===== config.mk =====
export PLATFORM = sky130hd
export DESIGN_NAME = mem_master_flat
export DESIGN_NICKNAME = d
export VERILOG_FILES = /design/src/rtl/cpu_mem_pkg.sv /design/src/rtl/mem_master_if.sv /design/src/rtl/mem_master.sv /design/src/flat_wrapper.sv
export SDC_FILE = /design/constraint.sdc
export NUM_CORES = 1
export LEC_CHECK = 0
export ABC_AREA = 1
export ABC_CLOCK_PERIOD_IN_PS = 1900
export BUFFER_PORTS_ARGS = -buffer_cell sky130_fd_sc_hd__buf_2
export CAP_MARGIN = 20
export CORE_MARGIN = 5
export CORE_UTILIZATION = 25
export CTS_CLUSTER_DIAMETER = 100
export DETAILED_ROUTE_END_ITERATION = 10
export PLACE_DENSITY = 0.46
export SLEW_MARGIN = 10
export SYNTH_ARGS = -nofsm -noshare
export SYNTH_HDL_FRONTEND = slang
export SYNTH_SLANG_ARGS = --single-unit

===== constraint.sdc =====
create_clock -name clk -period 1.9 [get_ports clk]
set_input_delay 0.095 -clock clk [delete_from_list [all_inputs] [get_ports clk]]
set_output_delay 0.095 -clock clk [all_outputs]
set_load 0.03 [all_outputs]

===== src/rtl/cpu_mem_pkg.sv =====
// Shared definitions for the CPU-to-memory initiator: FSM encoding,
// default bus widths and the read-latency counter width.
package cpu_mem_pkg;

    localparam int unsigned DEF_ADDR_WIDTH = 8;
    localparam int unsigned DEF_DATA_WIDTH = 8;
    localparam int unsigned CNT_W          = 2;

    typedef enum logic [1:0] {
        IDLE,
        WRITE,
        READ_WAIT,
        RESP
    } state_t;

endpackage


===== src/rtl/mem_master_if.sv =====
// Request/response channels plus the single-port memory bus, seen from
// the initiator (master) and from the CPU/memory side (slave).
interface mem_master_if
    import cpu_mem_pkg::*;
#(
    parameter int unsigned ADDR_WIDTH = DEF_ADDR_WIDTH,
    parameter int unsigned DATA_WIDTH = DEF_DATA_WIDTH
);
    logic                  req_valid;
    logic                  req_ready;
    logic                  req_write;
    logic [ADDR_WIDTH-1:0] req_addr;
    logic [DATA_WIDTH-1:0] req_wdata;
    logic                  rsp_valid;
    logic                  rsp_ready;
    logic [DATA_WIDTH-1:0] rsp_rdata;
    logic                  mem_we;
    logic [ADDR_WIDTH-1:0] mem_addr;
    logic [DATA_WIDTH-1:0] mem_din;
    logic [DATA_WIDTH-1:0] mem_dout;
    logic                  busy;

    modport master (
        input  req_valid, req_write, req_addr, req_wdata, rsp_ready, mem_dout,
        output req_ready, rsp_valid, rsp_rdata, mem_we, mem_addr, mem_din, busy
    );

    modport slave (
        output req_valid, req_write, req_addr, req_wdata, rsp_ready, mem_dout,
        input  req_ready, rsp_valid, rsp_rdata, mem_we, mem_addr, mem_din, busy
    );
endinterface


===== src/rtl/mem_master.sv =====
// Single-outstanding load/store initiator for the single-port memory:
// stores take two cycles, loads wait RD_LATENCY edges before capture.
module mem_master
    import cpu_mem_pkg::*;
#(
    parameter int unsigned ADDR_WIDTH = DEF_ADDR_WIDTH,
    parameter int unsigned DATA_WIDTH = DEF_DATA_WIDTH,
    parameter int unsigned RD_LATENCY = 1
) (
    input  logic          clk,
    input  logic          rst_n,
    mem_master_if.master  bus
);
    localparam logic [CNT_W-1:0] LAT_INIT = CNT_W'(RD_LATENCY);

    state_t                state;
    logic [CNT_W-1:0]      cnt;
    logic                  we_q;
    logic [ADDR_WIDTH-1:0] addr_q;
    logic [DATA_WIDTH-1:0] din_q;
    logic                  rsp_valid_q;
    logic [DATA_WIDTH-1:0] rsp_rdata_q;

    always_ff @(posedge clk) begin
        if (!rst_n) begin
            state       <= IDLE;
            cnt         <= '0;
            we_q        <= 1'b0;
            addr_q      <= '0;
            din_q       <= '0;
            rsp_valid_q <= 1'b0;
            rsp_rdata_q <= '0;
        end else begin
            case (state)
                IDLE: begin
                    if (bus.req_valid) begin
                        addr_q <= bus.req_addr;
                        if (bus.req_write) begin
                            din_q <= bus.req_wdata;
                            we_q  <= 1'b1;
                            state <= WRITE;
                        end else begin
                            we_q  <= 1'b0;
                            cnt   <= LAT_INIT;
                            state <= READ_WAIT;
                        end
                    end
                end
                WRITE: begin
                    we_q  <= 1'b0;
                    state <= IDLE;
                end
                READ_WAIT: begin
                    // Counter reaching zero marks the edge where mem_dout is valid.
                    if (cnt == '0) begin
                        rsp_rdata_q <= bus.mem_dout;
                        rsp_valid_q <= 1'b1;
                        state       <= RESP;
                    end else begin
                        cnt <= cnt - 1'b1;
                    end
                end
                RESP: begin
                    if (bus.rsp_ready) begin
                        rsp_valid_q <= 1'b0;
                        state       <= IDLE;
                    end
                end
                default: state <= IDLE;
            endcase
        end
    end

    assign bus.req_ready = (state == IDLE);
    assign bus.busy      = (state != IDLE);
    assign bus.mem_we    = we_q;
    assign bus.mem_addr  = addr_q;
    assign bus.mem_din   = din_q;
    assign bus.rsp_valid = rsp_valid_q;
    assign bus.rsp_rdata = rsp_rdata_q;

endmodule


===== src/flat_wrapper.sv =====
// flat-port wrapper written by rule: the top's interface ports become plain ports
module mem_master_flat import cpu_mem_pkg::*;
#(
    parameter int unsigned ADDR_WIDTH = DEF_ADDR_WIDTH,
    parameter int unsigned DATA_WIDTH = DEF_DATA_WIDTH,
    parameter int unsigned RD_LATENCY = 1
)
  (clk, rst_n, bus_req_valid, bus_req_write, bus_req_addr, bus_req_wdata, bus_rsp_ready, bus_mem_dout, bus_req_ready, bus_rsp_valid, bus_rsp_rdata, bus_mem_we, bus_mem_addr, bus_mem_din, bus_busy);
  mem_master_if #(.ADDR_WIDTH(ADDR_WIDTH), .DATA_WIDTH(DATA_WIDTH)) bus_i ();
  input  logic clk;
  input  logic rst_n;
  input wire logic [$bits(bus_i.req_valid)-1:0] bus_req_valid;
  input wire logic [$bits(bus_i.req_write)-1:0] bus_req_write;
  input wire logic [$bits(bus_i.req_addr)-1:0] bus_req_addr;
  input wire logic [$bits(bus_i.req_wdata)-1:0] bus_req_wdata;
  input wire logic [$bits(bus_i.rsp_ready)-1:0] bus_rsp_ready;
  input wire logic [$bits(bus_i.mem_dout)-1:0] bus_mem_dout;
  output wire logic [$bits(bus_i.req_ready)-1:0] bus_req_ready;
  output wire logic [$bits(bus_i.rsp_valid)-1:0] bus_rsp_valid;
  output wire logic [$bits(bus_i.rsp_rdata)-1:0] bus_rsp_rdata;
  output wire logic [$bits(bus_i.mem_we)-1:0] bus_mem_we;
  output wire logic [$bits(bus_i.mem_addr)-1:0] bus_mem_addr;
  output wire logic [$bits(bus_i.mem_din)-1:0] bus_mem_din;
  output wire logic [$bits(bus_i.busy)-1:0] bus_busy;
  assign bus_i.req_valid = bus_req_valid;
  assign bus_i.req_write = bus_req_write;
  assign bus_i.req_addr = bus_req_addr;
  assign bus_i.req_wdata = bus_req_wdata;
  assign bus_i.rsp_ready = bus_rsp_ready;
  assign bus_i.mem_dout = bus_mem_dout;
  assign bus_req_ready = bus_i.req_ready;
  assign bus_rsp_valid = bus_i.rsp_valid;
  assign bus_rsp_rdata = bus_i.rsp_rdata;
  assign bus_mem_we = bus_i.mem_we;
  assign bus_mem_addr = bus_i.mem_addr;
  assign bus_mem_din = bus_i.mem_din;
  assign bus_busy = bus_i.busy;
  mem_master #(.ADDR_WIDTH(ADDR_WIDTH), .DATA_WIDTH(DATA_WIDTH), .RD_LATENCY(RD_LATENCY)) u_core (.clk(clk), .rst_n(rst_n), .bus(bus_i));
endmodule

==> results.ini <==
[status]
status=finished clean

[placement]
globalplace.congestion=0.751
portBuffers=56
dp_hpwl_um=2360

[setup_path]
cp_cell_sequence=inv_1 -> ha_1 -> inv_1 -> nand2_1 -> nand3_1 -> nor2_1 -> nor2_1
crit_type=register to register
worst-path-stages=7
crit_family=simple AND/OR/NAND/NOR gates
crit_path_max_incr_delay_ns=0.37
worstPathRequired_ns=2.08
critPathCaptureType=register
critical_path_buf_inv_count=2
critical_path.max_fanout=11
cp-start-kind=register
crit_path_top_delay_cell=ha_1
reg2reg_depth=7
cp.arrival_ns=1.50

[final_layout]
fillers=522
syn2layout_area_growth_pct=33.9
final_common_cell=buf_2
diodes=0
drive_gt1_share_pct=32.9
layout_common_cells=buf_2, nor2_1, dfxtp_1, nand2_1, o21ai_0
fin_nets=246

[cts]
cts_root_buf=clkbuf_8
clkTransAtPathRegs_ns=0.06
cts.path.max_buffers=2
insertion_delay_ns=0.28
hold_buffers=0
ctsResizeCount=0
cts_max_level=2
cts_buffers=5
post_cts_buffers=0
numClockSinks=30
tritoncts=yes

[power]
power_frac_seq_pct=43.0
switching_power_uw=634
p_leak_uw=0.000797
p_per_area_nw_per_um2=1090
clock_power_share_pct=27.2
peakVddDrop_v=0.000266
switching_share_pct=36.2
combPwrFrac_pct=29.8
p_int_uw=1120

[synth]
synthAdderAreaFrac_pct=1.04
synthArstFlopShare_pct=0
yosysSeqAreaShare_pct=50.1
syn_area_per_cell_sq_um=7.69
synth_top_family_by_area=simple AND/OR/NAND/NOR gates
syn_nets=186
synth-simple-area-share_pct=28.7
synth_cell_types=22
ys.flop_type=dfxtp_1
synth_compound_area_share_pct=13.9
synth_seq_cells=30
synth_cells=156
yosysWarnings=0
syn_area_sq_um=1200
synth_edf_count=0
synth_xor_area_share_pct=0
synthMuxAreaShare_pct=0

[timing]
fmax_mhz=753
final-setup-viol-count=0
finalMaxSlewViolations=0
hold-worst-slack_ns=0.0351
worst_pin_slew_ns=0.358
hold_viol=0
slew_headroom_pct=76.1
finClkSkew_ns=0.00477
fin_crit_ns=1.33
min_period_over_period_pct=69.9
finalSetupTns_ns=0
rsz0062_at_grt=no

[detailed_routing]
wl_per_cell_um=11.6
wl_met3_um=245
wl_met2_um=1350
drcViolationCount=0
vias=1149
met1_length_um=1480
top_layer=met4
vias_per_cell=4.26
drt_pass1_iterations=4
ant_nets=0
detail_route.iter0.violations=50
wl_um=3140

[flow_run]
cap_violations=0

[floorplanning]
placementRows=25
die_h_um=79.3
die-area_sq_um=6290
start_util_pct=25.6
dieWidth_um=79.3
io_pins=57
coreArea_sq_um=4690

[global_route]
antenna_found_initial=0
grt_pass1_vias=1126
grt-ovfl-total=0
grt_max_degree=21
grt_pass1_wl_um=5120
grt_usage_pct=10.8

[hold_path]
hp-class=input pin to register
hold_path_depth=3

-- tightest hold or removal path: cells and delay by family --
| kind | cells | cell delay, ns |
|---|---|---|
| AND/OR/NAND/NOR | 2 | 0.11 |
| buffers and inverters | 1 | 0.07 |
-- flip-flops by register name, summed over array words and instances, names as in the netlist --
| register | cells |
|---|---|
| u_core.bus.mem_we | 1 |
| u_core.cnt | 2 |
| u_core.bus.rsp_rdata | 8 |
| u_core.bus.rsp_valid | 1 |
| u_core.state | 2 |
| u_core.bus.mem_addr | 8 |
| u_core.bus.mem_din | 8 |
-- per-stage QoR --
step           setup WS, ns  cell area (sq um)  power, uW  instances  utilization, %
2_1_floorplan         0.669               1200       1150        156               -
3_3_place_gp          0.607               1530       1300        263            32.6
3_5_place_dp          0.584               1530       1300        263            32.6
4_1_cts               0.573               1610       1790        270            34.2
5_1_grt               0.415               1610       1890        270            34.2
6_report              0.573               1610       1750        270            34.2
-- per-layer routing --
layer	GRT usage (%)	vias up
met3	4.99	5
met4	6.19	0
met5	0	-
met1	13.2	485
met2	15.6	38
li1	-	621
-- power groups by stage --
| stage | sequential, uW | clock (uW) | combinational, uW |
|---|---|---|---|
| after CTS | 754 | 507 | 533 |
| after floorplan | 890 | 0 | 258 |
| after detailed placement | 767 | 0 | 531 |
| final | 754 | 477 | 523 |
| after global routing | 764 | 544 | 579 |
| after global placement | 767 | 0 | 532 |
-- cell type report --
| class | count | area, sq um | share of cell area, % |
|---|---|---|---|
| well taps | 54 | 67.6 | 4.21 |
| inverters | 13 | 51.3 | 3.19 |
| flip-flops and latches | 30 | 601 | 37.4 |
| clock buffers | 7 | 76.3 | 4.75 |
| multi-input cells | 109 | 523 | 32.6 |
| repair buffers | 57 | 288 | 17.9 |
-- final timing paths --
kind | from | to | slack [ns]
max reg2reg | u_core.cnt[0] | u_core.state[0] | 0.57
min | bus_req_wdata[3] | u_core.bus.mem_din[3] | 0.04
max | u_core.cnt[0] | u_core.state[0] | 0.57
min reg2reg | u_core.bus.rsp_rdata[7] | u_core.bus.rsp_rdata[7] | 0.46
-- cell usage after synthesis, types with 2 or more instances --
cell type	count	area share (%)
nand2_1	19	5.9
inv_1	10	3.1
nor2_4	2	1.9
dfxtp_1	30	50
a21oi_1	12	5.0
nor2_1	39	12
nand3_1	12	5.0
o21ai_0	18	7.5
-- kinds of logic after synthesis --
logic type      after synthesis
fa+ha+maj                     1
compound gates               32
flops                        30
buf+inv                      17
simple gates                 76
Power figures use the tool's default switching activity.
